### src/rtl/seg7_rx_monitor_if.sv
// Display-path bus between a 7-segment source and the receive-side monitor.
// The master drives the segment lines; the slave (monitor) reports decoded events.
interface seg7_rx_monitor_if #(
    parameter int PERIOD_W = 24
);
    logic [6:0]          segments_in;
    logic [3:0]          digit;
    logic                digit_valid;
    logic [PERIOD_W-1:0] period;
    logic                period_valid;
    logic                seq_error;
    logic                invalid_pattern;
    logic                locked;
    logic [7:0]          error_count;

    modport master (
        output segments_in,
        input  digit,
        input  digit_valid,
        input  period,
        input  period_valid,
        input  seq_error,
        input  invalid_pattern,
        input  locked,
        input  error_count
    );

    modport slave (
        input  segments_in,
        output digit,
        output digit_valid,
        output period,
        output period_valid,
        output seq_error,
        output invalid_pattern,
        output locked,
        output error_count
    );
endinterface

### src/rtl/seg7_rx_monitor.sv
// Debounces a 7-segment bus, decodes it back to a hex digit, checks that digits
// count up modulo MODULUS and measures the cycle period between digit changes.
module seg7_rx_monitor #(
    parameter int STABLE_CYCLES = 4,
    parameter int MODULUS       = 10,
    parameter int PERIOD_W      = 24
) (
    input  logic              clk,
    input  logic              reset,
    seg7_rx_monitor_if.slave  bus
);

    localparam int                  CNT_W   = (STABLE_CYCLES > 1) ? $clog2(STABLE_CYCLES) : 1;
    localparam logic [CNT_W-1:0]    CNT_MAX = CNT_W'(STABLE_CYCLES - 1);
    localparam logic [4:0]          MOD_L   = 5'(MODULUS);
    localparam logic [PERIOD_W-1:0] PER_MAX = '1;

    typedef enum logic {
        ST_UNLOCKED = 1'b0,
        ST_LOCKED   = 1'b1
    } state_t;

    function automatic logic [6:0] seg_code(input logic [3:0] d);
        logic [6:0] code;
        case (d)
            4'h0: code = 7'b0111111;
            4'h1: code = 7'b0000110;
            4'h2: code = 7'b1011011;
            4'h3: code = 7'b1001111;
            4'h4: code = 7'b1100110;
            4'h5: code = 7'b1101101;
            4'h6: code = 7'b1111101;
            4'h7: code = 7'b0000111;
            4'h8: code = 7'b1111111;
            4'h9: code = 7'b1101111;
            4'hA: code = 7'b1110111;
            4'hB: code = 7'b1111100;
            4'hC: code = 7'b0111001;
            4'hD: code = 7'b1011110;
            4'hE: code = 7'b1111001;
            default: code = 7'b1110001;
        endcase
        return code;
    endfunction

    // Debounce and acceptance registers
    logic [6:0]          r_in;
    logic [6:0]          r_cand;
    logic [6:0]          r_acc;
    logic [CNT_W-1:0]    r_cnt;
    logic [PERIOD_W-1:0] r_pcnt;

    // FSM and registered outputs
    state_t              r_state;
    logic [3:0]          r_digit;
    logic                r_digit_valid;
    logic [PERIOD_W-1:0] r_period;
    logic                r_period_valid;
    logic                r_seq_error;
    logic                r_invalid_pattern;
    logic                r_locked;
    logic [7:0]          r_error_count;

    logic [15:0]         w_hit;
    logic                w_code_valid;
    logic [3:0]          w_dec;
    logic                w_accept;
    logic [3:0]          w_expected_next;
    logic                w_seq_bad;
    logic [PERIOD_W-1:0] w_pcnt_inc;
    logic [7:0]          w_err_inc;

    generate
        for (genvar gi = 0; gi < 16; gi++) begin : g_decode
            assign w_hit[gi] = (r_cand == seg_code(4'(gi)));
        end
    endgenerate

    // Table codes are unique, so at most one hit is set.
    always_comb begin
        w_dec = 4'd0;
        for (int i = 0; i < 16; i++) begin
            if (w_hit[i]) begin
                w_dec = 4'(i);
            end
        end
    end

    assign w_code_valid = |w_hit;

    // The count reaching CNT_MAX means the candidate matched on STABLE_CYCLES samples.
    assign w_accept = (r_cnt == CNT_MAX) && (r_cand != r_acc);

    assign w_expected_next = ({1'b0, r_digit} == (MOD_L - 5'd1)) ? 4'd0 : (r_digit + 4'd1);

    // Out-of-range digits on either side can never form a legal increment.
    assign w_seq_bad = ({1'b0, w_dec} >= MOD_L) ||
                       ({1'b0, r_digit} >= MOD_L) ||
                       (w_dec != w_expected_next);

    assign w_pcnt_inc = (r_pcnt == PER_MAX) ? r_pcnt : (r_pcnt + PERIOD_W'(1));
    assign w_err_inc  = (r_error_count == 8'hFF) ? r_error_count : (r_error_count + 8'd1);

    always_ff @(posedge clk) begin
        if (reset) begin
            r_in   <= 7'b0000000;
            r_cand <= 7'b0000000;
            r_cnt  <= '0;
        end else begin
            r_in <= bus.segments_in;
            if (r_in != r_cand) begin
                r_cand <= r_in;
                r_cnt  <= '0;
            end else if (r_cnt != CNT_MAX) begin
                r_cnt <= r_cnt + CNT_W'(1);
            end
        end
    end

    always_ff @(posedge clk) begin
        if (reset) begin
            r_state           <= ST_UNLOCKED;
            r_acc             <= 7'b0000000;
            r_pcnt            <= '0;
            r_digit           <= 4'd0;
            r_digit_valid     <= 1'b0;
            r_period          <= '0;
            r_period_valid    <= 1'b0;
            r_seq_error       <= 1'b0;
            r_invalid_pattern <= 1'b0;
            r_locked          <= 1'b0;
            r_error_count     <= 8'd0;
        end else begin
            r_digit_valid     <= 1'b0;
            r_period_valid    <= 1'b0;
            r_seq_error       <= 1'b0;
            r_invalid_pattern <= 1'b0;
            r_pcnt            <= w_pcnt_inc;

            if (w_accept) begin
                r_acc <= r_cand;
                if (w_code_valid) begin
                    r_digit       <= w_dec;
                    r_digit_valid <= 1'b1;
                    r_pcnt        <= '0;
                    if (r_state == ST_LOCKED) begin
                        r_period       <= w_pcnt_inc;
                        r_period_valid <= 1'b1;
                        if (w_seq_bad) begin
                            r_seq_error   <= 1'b1;
                            r_error_count <= w_err_inc;
                        end
                    end else begin
                        r_state  <= ST_LOCKED;
                        r_locked <= 1'b1;
                    end
                end else begin
                    r_invalid_pattern <= 1'b1;
                    r_error_count     <= w_err_inc;
                    r_state           <= ST_UNLOCKED;
                    r_locked          <= 1'b0;
                end
            end
        end
    end

    assign bus.digit           = r_digit;
    assign bus.digit_valid     = r_digit_valid;
    assign bus.period          = r_period;
    assign bus.period_valid    = r_period_valid;
    assign bus.seq_error       = r_seq_error;
    assign bus.invalid_pattern = r_invalid_pattern;
    assign bus.locked          = r_locked;
    assign bus.error_count     = r_error_count;

endmodule

### src/flat_wrapper.sv
// flat-port wrapper written by rule: the top's interface ports become plain ports
module seg7_rx_monitor_flat 
#(
    parameter int STABLE_CYCLES = 4,
    parameter int MODULUS       = 10,
    parameter int PERIOD_W      = 24
)
  (clk, reset, bus_segments_in, bus_digit, bus_digit_valid, bus_period, bus_period_valid, bus_seq_error, bus_invalid_pattern, bus_locked, bus_error_count);
  seg7_rx_monitor_if #(.PERIOD_W(PERIOD_W)) bus_i ();
  input  logic clk;
  input  logic reset;
  input wire logic [$bits(bus_i.segments_in)-1:0] bus_segments_in;
  output wire logic [$bits(bus_i.digit)-1:0] bus_digit;
  output wire logic [$bits(bus_i.digit_valid)-1:0] bus_digit_valid;
  output wire logic [$bits(bus_i.period)-1:0] bus_period;
  output wire logic [$bits(bus_i.period_valid)-1:0] bus_period_valid;
  output wire logic [$bits(bus_i.seq_error)-1:0] bus_seq_error;
  output wire logic [$bits(bus_i.invalid_pattern)-1:0] bus_invalid_pattern;
  output wire logic [$bits(bus_i.locked)-1:0] bus_locked;
  output wire logic [$bits(bus_i.error_count)-1:0] bus_error_count;
  assign bus_i.segments_in = bus_segments_in;
  assign bus_digit = bus_i.digit;
  assign bus_digit_valid = bus_i.digit_valid;
  assign bus_period = bus_i.period;
  assign bus_period_valid = bus_i.period_valid;
  assign bus_seq_error = bus_i.seq_error;
  assign bus_invalid_pattern = bus_i.invalid_pattern;
  assign bus_locked = bus_i.locked;
  assign bus_error_count = bus_i.error_count;
  seg7_rx_monitor #(.STABLE_CYCLES(STABLE_CYCLES), .MODULUS(MODULUS), .PERIOD_W(PERIOD_W)) u_core (.clk(clk), .reset(reset), .bus(bus_i));
endmodule
### config.mk
export PLATFORM = sky130hd
export DESIGN_NAME = seg7_rx_monitor_flat
export DESIGN_NICKNAME = d
export VERILOG_FILES = /design/src/rtl/seg7_rx_monitor_if.sv /design/src/rtl/seg7_rx_monitor.sv /design/src/flat_wrapper.sv
export SDC_FILE = /design/constraint.sdc
export NUM_CORES = 1
export LEC_CHECK = 0
export BUFFER_PORTS_ARGS = -buffer_cell sky130_fd_sc_hd__buf_2
export CAP_MARGIN = 40
export CELL_PAD_IN_SITES_DETAIL_PLACEMENT = 0
export CELL_PAD_IN_SITES_GLOBAL_PLACEMENT = 2
export CORE_MARGIN = 10
export CORE_UTILIZATION = 30
export CTS_BUF_LIST = sky130_fd_sc_hd__clkbuf_4
export DETAILED_ROUTE_END_ITERATION = 16
export PLACE_DENSITY = 0.67
export SETUP_SLACK_MARGIN = 0.15
export SLEW_MARGIN = 20
export SYNTH_ARGS = -nofsm -noshare
export SYNTH_HDL_FRONTEND = slang
export SYNTH_SLANG_ARGS = --single-unit
### constraint.sdc
create_clock -name clk -period 2.7 [get_ports clk]
set_clock_uncertainty 0.05 [all_clocks]
set_input_delay 0.675 -clock clk [delete_from_list [all_inputs] [get_ports clk]]
set_output_delay 0.675 -clock clk [all_outputs]
set_load 0.005 [all_outputs]
; Word-level counts from Yosys, hierarchy flattened
; Cells that the tools add are included.
[totals]
in_bits = 9
out_inout_bits = 41
reg_bits = 89
wordCells = 91
[classes]
n_eq_ne = 27
n_bitwise = 3
n_reduce_logical = 12
addsub = 4
n_lt_le_gt_ge = 2
n_mux = 29
[ops]
columns = cell, count
row1 = "7-bit equality test, second input constant", 12
row2 = 24-bit two-way mux, 3
row3 = 4-bit two-way mux, 15
row4 = 8-bit two-way mux, 4
row5 = "24-bit by 1-bit adder with 24-bit output, second input constant", 1
row6 = "24-bit equality test, second input constant", 1
row7 = 16-bit OR reduction, 1
row8 = "7-bit by 3-bit equality test with 1-bit output, second input constant", 2
row9 = "7-bit by 6-bit equality test with 1-bit output, second input constant", 2
row10 = 7-bit != test, 2
row11 = "8-bit by 1-bit adder with 8-bit output, second input constant", 1
row12 = "8-bit equality test, second input constant", 1
row13 = "4-bit >= comparator, second input constant", 2
row14 = 1-bit two-way mux, 7
row15 = "2-bit != test, second input constant", 3
row16 = 3-bit AND reduction, 2
row17 = "4-bit by 1-bit adder with 4-bit output, second input constant", 1
row18 = "4-bit equality test, second input constant", 1
row19 = 4-bit != test, 1
row20 = 2-bit AND reduction, 2
row21 = 2-bit OR reduction, 2
row22 = 4-bit OR reduction, 1
row23 = 1-bit NOT, 3
row24 = 3-bit OR reduction, 1
row25 = 5 further kinds, 6

; Depth between registers and ports, before layout
; Gate-level depths: netlist (run 1).
[depth]
word_depth = 22
depth_mapped = 12
ltp_nobuf = 9

; Worst setup path after synthesis (run 1)
; Ideal clock, no wire load.
[synth_path]
kind = register to register
startpoint = register u_core.r_cand[0]
endpoint = register u_core.r_error_count[7], in the netlist u_core.bus.error_count[7]
synth_period_minus_slack_ns = 2.358
stages_incl_launch_ff = 11
required_time_ns = 2.527
path_buffers = 1
arrival_ns = 2.185
path_slack_ns = 0.342
cell_sequence = dfxtp_1 -> buf_4 -> and3b_1 -> o21a_1 -> a311o_2 -> nor3b_4 -> nand2_1 -> o2111a_2 -> nor2_4 -> nand4_1 -> mux2_1
[synth_via]
elab_chain_cells = 21
[synth_lines]
columns = element, line
row1 = from (decl), seg7_rx_monitor.sv:48  ; logic [6:0] r_cand;
row2 = from (signal assigned), seg7_rx_monitor.sv:112  ; r_cand <= r_in;
row3 = 7-bit by 3-bit equality test with 1-bit output, seg7_rx_monitor.sv:75  ; assign w_hit[gi] = (r_cand == seg_code(4'(gi)));
row4 = 1-bit two-way mux, seg7_rx_monitor.sv:83  ; if (w_hit[i]) begin
row5 = 4-bit two-way mux (14 in series), seg7_rx_monitor.sv:83
row6 = 4-bit >= comparator, seg7_rx_monitor.sv:97  ; assign w_seq_bad = ({1'b0, w_dec} >= MOD_L) ||
row7 = 1-bit logical OR, seg7_rx_monitor.sv:97
row8 = 1-bit logical OR, seg7_rx_monitor.sv:98  ; ({1'b0, r_digit} >= MOD_L) ||
row9 = 2-bit != test (no source line), --
row10 = 3-bit AND reduction (no source line), --
row11 = to (signal assigned), seg7_rx_monitor.sv:151  ; r_error_count <= w_err_inc;
row12 = to (signal assigned), seg7_rx_monitor.sv:159  ; r_error_count <= w_err_inc;
row13 = to (decl), seg7_rx_monitor.sv:62  ; logic [7:0] r_error_count;
; Parallel ways exist; a longest one is shown, timed or not.
; A chain may end at the register's enable or synchronous reset.

; Worst setup path in the final report (run 1)
[layout_path]
startpoint = register u_core.r_cand[5]
endpoint = register u_core.r_error_count[7], in the netlist u_core.bus.error_count[7]
; The elaborated chain is that of the path after synthesis.

==> results of run 1 <==
-- power by group --
group | switching [mW] | internal, mW
Sequential | 0.0160 | 1.32
Combinational | 0.0647 | 0.0590
Clock | 0.460 | 0.302
Total | 0.540 | 1.69
-- final timing paths --
kind	from	end	cells past startpoint
hold reg to reg	u_core.bus.period[2]	u_core.bus.period[2]	2
setup reg to reg	u_core.r_cand[5]	u_core.bus.error_count[7]	10
setup / recovery	u_core.r_cand[5]	u_core.bus.error_count[7]	10
hold / removal	bus_segments_in[4]	u_core.r_in[4]	2
-- repair_timing --
action,in CTS,in global routing
setup endpoints to repair,11,53
resized for setup,8,37
hold buffers,0,0
pin swaps,0,9
setup buffers,3,13
cloned,0,0
-- logic make-up (layout without fill, tap and decap cells) --
kind of cell,count (synthesis),count (layout),share of synthesized area (%)
simple gates,200,200,25.6
flops,89,89,43.7
compound gates,67,67,12.7
xor+xnor,45,45,9.67
buf+inv,34,129,4.63
mux,11,11,2.73
fa+ha+maj,3,3,0.921
-- cell type report --
class / count / area (um2)
clock buffer: 11 / 82.6
clock inverter: 4 / 53.8
fill: 1359 / 8150
inverter: 4 / 15.0
multi-input combinational: 326 / 2220
sequential: 89 / 1810
tap: 176 / 220
timing repair buffer: 110 / 746
-- metal layers --
layer / GRT usage [%] / part of all wire [%] / vias to the layer above
li1: - / - / 1754
met1: 12.6 / 46 / 1572
met2: 17.4 / 48 / 48
met3: 4.14 / 4.6 / 10
met4: 3.37 / 1.2 / 0
met5: 0 / 0 / -
-- Yosys cell counts, drive strengths merged (2+ instances only) --
cell type | n | area [um2]
dfxtp | 89 | 1780
nor2 | 84 | 339
xor2 | 30 | 263
a211oi | 26 | 195
nand2 | 26 | 97.6
buf | 23 | 148
nor2b | 18 | 113
xnor2 | 15 | 131
nand3 | 14 | 70.1
nand4 | 12 | 81.3
o21ai | 11 | 55.1
mux2i | 10 | 100
nor3 | 9 | 61.3
clkbuf | 7 | 26.3
and2 | 5 | 31.3
and3 | 5 | 31.3
nand2b | 5 | 31.3
nor3b | 5 | 53.8
inv | 4 | 15.0
o211ai | 4 | 30.0
a21oi | 3 | 15.0
and4 | 3 | 26.3
ha | 3 | 37.5
nor4 | 3 | 18.8
o311a | 3 | 30.0
or2 | 3 | 18.8
a32o | 2 | 20.0
nand3b | 2 | 15.0
o2111ai | 2 | 17.5
-- stage by stage --
stage / instance area (um2) / power, mW / setup WS, ns / utilization [%] / hold WS, ns
floorplan: 4080 / 1.45 / 0.342 / - / 0.398
global placement: 4740 / 1.49 / 0.0602 / 35.7 / 0.398
detailed placement: 4740 / 1.49 / 0.0739 / 35.7 / 0.399
CTS: 4920 / 2.28 / 0.159 / 37.0 / 0.314
global route: 5150 / 2.34 / 0.0354 / 38.7 / 0.302
finish: 5150 / 2.23 / 0.168 / 38.7 / 0.363
-- sequential cells by signal (all words and copies together) (netlist names) --
register / cells
u_core.bus.digit_valid: 1
u_core.bus.invalid_pattern: 1
u_core.r_acc: 7
u_core.bus.period: 24
u_core.r_cand: 7
u_core.r_cnt: 2
u_core.bus.period_valid: 1
u_core.bus.locked: 1
u_core.bus.digit: 4
u_core.r_state: 1
u_core.r_pcnt: 24
u_core.r_in: 7
u_core.bus.seq_error: 1
u_core.bus.error_count: 8
==> qor.yml, run 1 <==
dp_cells: 689
num_io_pins: 50
dp_hpwl_um: 7130
crit_fanout: 4
grt_pass1_vias: 3263
critPathMaxStageDelay_ns: 0.38
clk_latency_ns: 0.46
htreeDepth: 3
slew_headroom_pct: 63.1
synth_area_um2: 4080
status: "finished, final reports clean"
drt_iter0_drc: 184
cp_slowest_cell: "dfxtp_4"
dieWidth_um: 137
clockBufferDepth: 2
irDropWorstVdd_mv: 0.291
cts_root_buf: "clkbuf_4"
die_h_um: 137
asyncSetResetFlopFracSynth_pct: 0
crit_type: "register to register"
synth-seq-cells: 89
cts_tree: "built"
ant_nets: 0
syn_nets: 461
dieArea_um2: 18700
tightestPinTransition_ns: 0.551
hold_viol_final: 0
ys_types: 65
grt_max_degree: 27
drive_above_1_share_pct: 31.3
maxSlewViolCount: 0
syn_area_per_cell_um2: 9.08
cts.sinks: 89
end_kind: "register"
synth_cells: 449
yosysSeqAreaShare_pct: 43.7
path_clk_slew_ns: 0.14
grt_overflow: 0
syn_to_final_growth_pct: 26.3
ys_warn_count: 0
cts-buffers-inserted: 9
final_cells: 720
min_period_ns: 2.53
crit_chain: "buf_6 > and3b_1 > o21a_1 > a311o_2 > nor3b_4 > buf_4 > o211ai_1 > nor2_4 > nand4_1 > mux2_4"
drc: 0
antennaDiodeCount: 0
fin_tns_setup_ns: 0
drtPass1Iterations: 4
start_util_pct: 30.7
portBuffers: 49
synth_ff_type: "dfxtp_1"
leakagePower_nw: 2.08
rsz0062_at_grt: "yes"
wl_um: 9840
place_congestion: 0.846
final-setup-viol-count: 0
drt-wirelength-per-cell_um: 13.7
rows: 42
synth-edff-count: 0
grt_use_total_pct: 10.7
hold_path_class: "input pin to register"
arrival_ns: 2.85
grt_pass1_wl_um: 16000
finalCritPeriodShare_pct: 93.8
crit_path_start_kind: "register"
timing.critical_path.buf_inv: 2
final_net_count: 552
vias: 3384
critPathRequiredTime_ns: 3.02
viasPerCell: 4.70
final_common_cell: "nor2_1"
fmax_mhz: 395
critical-path-top-delay-family: "compound AO/OA/AOI/OAI gates"
core_area_um2: 13300
antenna_found_initial: 0
r2r_slack_ns: 0.17
max_cap_viol_count: 0
power_density_nw_per_um2: 432
final_cell_mix: "nor2_1, dfxtp_1, buf_4"
Power figures use the tool's default switching activity.
==> run 2, diff against run 1 <==
--- a/config.mk
+++ b/config.mk
@@ -5,8 +5,7 @@
 export SDC_FILE = /design/constraint.sdc
 export NUM_CORES = 1
 export LEC_CHECK = 0
-export BUFFER_PORTS_ARGS = -buffer_cell sky130_fd_sc_hd__buf_2
-export CAP_MARGIN = 40
+export BUFFER_PORTS_ARGS = -buffer_cell sky130_fd_sc_hd__buf_4
 export CELL_PAD_IN_SITES_DETAIL_PLACEMENT = 0
 export CELL_PAD_IN_SITES_GLOBAL_PLACEMENT = 2
 export CORE_MARGIN = 10
==> run 2 against run 1 <==
  * Highest routed layer unchanged
  * Clock power increased by 26%
  * Critical endpoint is now u_core.bus.error_count[5]
  * Flip-flop and latch count unchanged
  * Total power increased by 8.8%
==> qor.yml, run 2 (same netlist as run 1, synthesis figures left out) <==
status: "finished, final reports clean"
hold_depth: 2  # unchanged
wl_um: 10100  # +3.0%
crit_chain: "buf_4 > nand4_2 > o22ai_4 > o311ai_0 > a31o_2 > o2111a_2 > buf_4 > nor3_1 > xnor2_1 > nor2_1"
final_net_count: 544  # -1.4%
final_common_cell: "buf_4"
r2r_slack_ns: 0.23  # +0.06 ns
grt_pass1_vias: 3328  # +2.0%
drt_iter0_drc: 129  # -30%
critPathRequiredTime_ns: 3.01  # about the same
finalPower_mw: 2.42  # +8.8%
dieWidth_um: 137  # unchanged
grt_use_total_pct: 11.1  # +0.46 points
dpl_cell_area_um2: 4840  # +2.0%
clk_latency_ns: 0.47  # about the same
crit_fanout: 10  # +6
viasPerCell: 4.76  # +1.2%
finish.instance_area_um2: 5240  # +1.8%
grt_overflow: 0  # unchanged
path_clk_slew_ns: 0.14  # about the same
num_io_pins: 50  # unchanged
cp_slowest_cell: "dfxtp_2"
dieArea_um2: 18700  # unchanged
clockBufferDepth: 2  # unchanged
end_kind: "register"
leakagePower_nw: 2.05  # -1.4%
hold_path_class: "input pin to register"
ff2ff_path_depth: 10  # unchanged
arrival_ns: 2.78  # -0.07 ns
finalCritPeriodShare_pct: 91.5  # -2.3 points
ant_nets: 0  # unchanged
critPathMostFrequentCell: "buf_4"
hold_viol_final: 0  # unchanged
grt_pass1_wl_um: 16700  # +4.3%
critPathMaxStageDelay_ns: 0.45  # +0.07 ns
core_area_um2: 13300  # unchanged
place_congestion: 0.769  # -9.1%
cts-buffers-inserted: 9  # unchanged
cp.depth: 10  # unchanged
maxSlewViolCount: 0  # unchanged
nFillCells: 1397  # +2.8%
drive_above_1_share_pct: 29.6  # -1.6 points
final_cell_mix: "buf_4, nor2_1, dfxtp_1"
crit_path_start_kind: "register"
rows: 42  # unchanged
drt-wirelength-per-cell_um: 14.2  # +4.0%
final-setup-viol-count: 0  # unchanged
drtPass1Iterations: 4  # unchanged
fin_tns_setup_ns: 0  # unchanged
grt_max_degree: 40  # +48%
timing.critical_path.buf_inv: 2  # unchanged
slew_headroom_pct: 63.0  # about the same
power_density_nw_per_um2: 462  # +6.9%
crit_type: "register to register"
dp_hpwl_um: 7290  # +2.1%
holdBufCountCts: 0  # unchanged
rsz0062_at_grt: "yes"
max_cap_viol_count: 0  # unchanged
cts_tree: "built"
antennaDiodeCount: 0  # unchanged
irDropWorstVdd_mv: 0.229  # -21%
start_util_pct: 30.7  # unchanged
cts_root_buf: "clkbuf_4"
cts.sinks: 89  # unchanged
die_h_um: 137  # unchanged
seqCellArea_um2: 1810  # about the same
drc: 0  # unchanged
syn_to_final_growth_pct: 28.6
antenna_found_initial: 0  # unchanged
htreeDepth: 3  # unchanged
critical-path-top-delay-family: "compound AO/OA/AOI/OAI gates"
multiInputGateArea_um2: 2210  # -0.45%
portBuffers: 49  # unchanged
vias: 3391  # +0.21%
fmax_mhz: 405  # +2.5%
min_period_ns: 2.47  # -0.0623 ns
tightestPinTransition_ns: 0.551  # +0.000203 ns
==> run 2: cell count changes in the layout (fill, tap and decap cells not counted), sizes merged <==
cell,before,now
clkinvlp,2,1
buf,109,101
bufinv,1,3
clkbuf,12,10
inv,5,4
clkinv,0,3
==> run 2: final timing paths <==
path | start | end
max reg2reg | u_core.r_cand[5] | u_core.bus.error_count[5]
min reg2reg | u_core.bus.period[2] | u_core.bus.period[2]
min | bus_segments_in[0] | u_core.r_in[0]
max | u_core.r_cand[5] | u_core.bus.error_count[5]
==> run 2: area by class of cell <==
class / count / share of cell area [%]
multi-input cells: 326 / 42.2
flip-flops and latches: 89 / 34.5
repair buffers: 102 / 15.3
well taps: 176 / 4.20
clock inverters: 7 / 2.27
clock buffers: 9 / 1.29
inverters: 4 / 0.286
==> run 2: report_power, final <==
| part | switching (mW) | internal [mW] | total (mW) |
|---|---|---|---|
| Combinational | 0.0620 | 0.0578 | 0.120 |
| Clock | 0.490 | 0.468 | 0.958 |
| Sequential | 0.0191 | 1.33 | 1.34 |
==> run 2: what timing repair did <==
action | CTS | global route
endpoints found under the setup margin | 39 | 46
gates resized for setup | 9 | 29
pin swaps | 0 | 7
buffers inserted | 0 | 12
endpoints found under the hold margin | 0 | 0
==> run 2: per-stage QoR <==
stage / cells / setup slack [ns] / hold slack, ns / utilization, %
floorplan: 449 / 0.342 / 0.398 / -
global placement: 685 / 0.00707 / 0.410 / 36.4
global route: 713 / 0.0802 / 0.338 / 39.4
finish: 713 / 0.230 / 0.353 / 39.4
detailed placement: 685 / 0.0215 / 0.413 / 36.4
CTS: 701 / 0.164 / 0.311 / 37.9
==> run 2: metal layers <==
metal | global-route usage (%) | vias to the layer above | wire length [um]
met5 | 0 | - | 0
met4 | 5.38 | 0 | 210
met3 | 2.82 | 15 | 361
met2 | 18.1 | 48 | 4910
met1 | 13.3 | 1597 | 4660
li1 | - | 1731 | -
==> run 2: worst register-to-register path: cells and delay by family, from the launching register on <==
kind,cells,cell delay [ns]
DFF,1,0.45
AOI/OAI and AO/OA,4,0.93
and+or+nand+nor,3,0.44
buffers and inverters,2,0.36
xor gates and xnor gates,1,0.14
==> run 3, diff against run 2 <==
--- a/config.mk
+++ b/config.mk
@@ -9,10 +9,10 @@
 export CELL_PAD_IN_SITES_DETAIL_PLACEMENT = 0
 export CELL_PAD_IN_SITES_GLOBAL_PLACEMENT = 2
 export CORE_MARGIN = 10
-export CORE_UTILIZATION = 30
+export CORE_UTILIZATION = 37
 export CTS_BUF_LIST = sky130_fd_sc_hd__clkbuf_4
 export DETAILED_ROUTE_END_ITERATION = 16
-export PLACE_DENSITY = 0.67
+export PLACE_DENSITY = 0.81
 export SETUP_SLACK_MARGIN = 0.15
 export SLEW_MARGIN = 20
 export SYNTH_ARGS = -nofsm -noshare
==> run 3 against run 2 <==
  * Final cell count shrank 6.9%
  * Global-route usage grew 0.63 points
  * Worst hold slack gained 0.041 ns
  * Setup slack lost 0.045 ns
  * Combinational power shrank 3%
  * Count of clock-buffer cells in the layout grew 2
  * Sequential share of layout area grew 1.3 points
  * Wire length shrank 8.6%
  * Die area shrank 16%
  * First-iteration DRC count grew 15%
  * Critical endpoint is now u_core.bus.error_count[7]
  * Highest routed layer unchanged
==> qor.yml, run 3 (same netlist as run 1, synthesis figures left out) <==
status: "finished, final reports clean"
antenna_found_initial: 0  # unchanged
hold-worst-slack_ns: 0.394  # +0.0413 ns
met2_usage_pct: 20.0  # +1.9 points
final_common_cell: "buf_4"
grt_overflow: 0  # unchanged
core_area_um2: 10800  # -19%
leakagePower_nw: 1.98  # -3.6%
irDropWorstVdd_mv: 0.225  # -2.1%
clockBufferDepth: 2  # unchanged
ant_nets: 0  # unchanged
dp_slack_ns: 0.00394  # -0.0176 ns
setup_ws_ns: 0.185  # -0.0453 ns
cts_tree: "built"
met1_usage_pct: 13.9  # +0.54 points
cts.sinks: 89  # unchanged
drt_iter0_drc: 148  # +15%
maxSlewViolCount: 0  # unchanged
min_period_ns: 2.51  # +0.0453 ns
slew_headroom_pct: 66.5  # +3.5 points
end_kind: "register"
grt_max_degree: 40  # unchanged
arrival_ns: 2.80  # +0.02 ns
final_net_count: 532  # -2.2%
drtPass1Iterations: 4  # unchanged
wl_um: 9270  # -8.6%
holdBufCountCts: 0  # unchanged
r2r_slack_ns: 0.19  # -0.05 ns
hold_end: "u_core.r_in[1]"
finalPower_mw: 2.19  # -9.6%
tightestPinTransition_ns: 0.499  # -0.0520 ns
finish.instance_area_um2: 5060  # -3.5%
critPathRequiredTime_ns: 2.98  # -0.03 ns
drive_above_1_share_pct: 27.9  # -1.7 points
syn_to_final_growth_pct: 24.1
min_from: "bus_segments_in[1]"
antennaDiodeCount: 0  # unchanged
rsz0062_at_grt: "yes"
htreeDepth: 3  # unchanged
drt-wirelength-per-cell_um: 14.0  # -1.8%
num_io_pins: 50  # unchanged
hold_depth: 2  # unchanged
cts_root_buf: "clkbuf_4"
rows: 38  # -9.5%
drc: 0  # unchanged
busiest_layer: "met2"
grt_pass1_wl_um: 15600  # -6.3%
dpl_cell_area_um2: 4720  # -2.3%
crit_chain: "buf_8 > and3b_1 > o21a_1 > a311o_2 > nor3b_4 > nand2_1 > o2111a_2 > nor2_4 > nand4_1 > mux2_4"
start_util_pct: 37.8  # +7.1 points
hold_path_class: "input pin to register"
place_congestion: 0.803  # +4.5%
dieArea_um2: 15600  # -16%
final-setup-viol-count: 0  # unchanged
fin_tns_setup_ns: 0  # unchanged
critPathMaxStageDelay_ns: 0.38  # -0.07 ns
fmax_mhz: 398  # -1.8%
r2r-start: "u_core.r_cand[6]"
hold_viol_final: 0  # unchanged
use_met3_pct: 2.41  # -0.41 points
final_cell_mix: "buf_4, nor2_1, dfxtp_1"
dp_hpwl_um: 6630  # -9.0%
finalCritPeriodShare_pct: 93.1  # +1.7 points
vias: 3342  # -1.4%
max_cap_viol_count: 0  # unchanged
ff2ff_path_depth: 10  # unchanged
clk_latency_ns: 0.43  # -0.04 ns
viasPerCell: 5.03  # +5.8%
power_density_nw_per_um2: 433  # -6.2%
path_clk_slew_ns: 0.14  # about the same
cts-buffers-inserted: 9  # unchanged
dieWidth_um: 125  # -8.5%
cp_slowest_cell: "dfxtp_4"
die_h_um: 125  # -8.5%
grt_use_total_pct: 11.7  # +0.63 points
crit_type: "register to register"
crit_path_start_kind: "register"
crit_fanout: 6  # -4
r2r-end: "u_core.bus.error_count[7]"
portBuffers: 49  # unchanged
grt_pass1_vias: 3271  # -1.7%
==> run 3: metrics by stage <==
| step | cells | util [%] |
|---|---|---|
| after global routing | 664 | 46.9 |
| after CTS | 662 | 45.6 |
| after global placement | 640 | 43.8 |
| after detailed placement | 640 | 43.8 |
| after floorplan | 449 | - |
| final | 664 | 46.9 |
==> run 3: how the worst max path moves through the flow <==
stage | startpoint | end | slack, ns
5_1_grt | u_core.r_cand[6] | u_core.bus.error_count[7] | 0.08
3_5_place_dp | u_core.r_cand[2] | u_core.bus.error_count[7] | 0.004
3_3_place_gp | u_core.r_cand[2] | u_core.bus.error_count[7] | -0.02
2_1_floorplan | u_core.r_cand[0] | u_core.bus.error_count[7] | 0.34
6_report | u_core.r_cand[6] | u_core.bus.error_count[7] | 0.19
4_1_cts | u_core.r_cand[6] | u_core.bus.error_count[7] | 0.17
==> run 3: critical path: cells and delay by family, from the launching register on <==
kind	cells	cell delay (ns)
AO/OA/AOI/OAI	3	0.77
buffers and inverters	1	0.12
flip-flops	1	0.38
multiplexers	1	0.32
AND/OR/NAND/NOR	5	0.76
==> run 3: timing repair <==
item,in CTS,in global routing
gates resized for setup,9,28
endpoints found under the setup margin,28,42
pin swaps,3,6
buffers inserted,7,2
==> run 3: power breakdown <==
part / switching [mW] / internal (mW)
sequential: 0.0203 / 1.32
combinational: 0.0591 / 0.0564
clock: 0.436 / 0.295
total: 0.515 / 1.68
==> run 3: area by class of cell <==
type | count | area, um2
inverter | 4 | 15.0
tap | 140 | 175
sequential | 89 | 1810
timing repair buffer | 90 | 733
fill | 1049 | 5730
multi-input combinational | 326 | 2200
clock buffer | 11 | 82.6
clock inverter | 4 | 45.0
==> run 3: metal layers <==
| layer | routed length (um) | share of wire [%] | vias up |
|---|---|---|---|
| met4 | 156 | 1.7 | 0 |
| met3 | 269 | 2.9 | 13 |
| li1 | - | - | 1706 |
| met1 | 4250 | 46 | 1575 |
| met2 | 4600 | 50 | 48 |
| met5 | 0 | 0 | - |
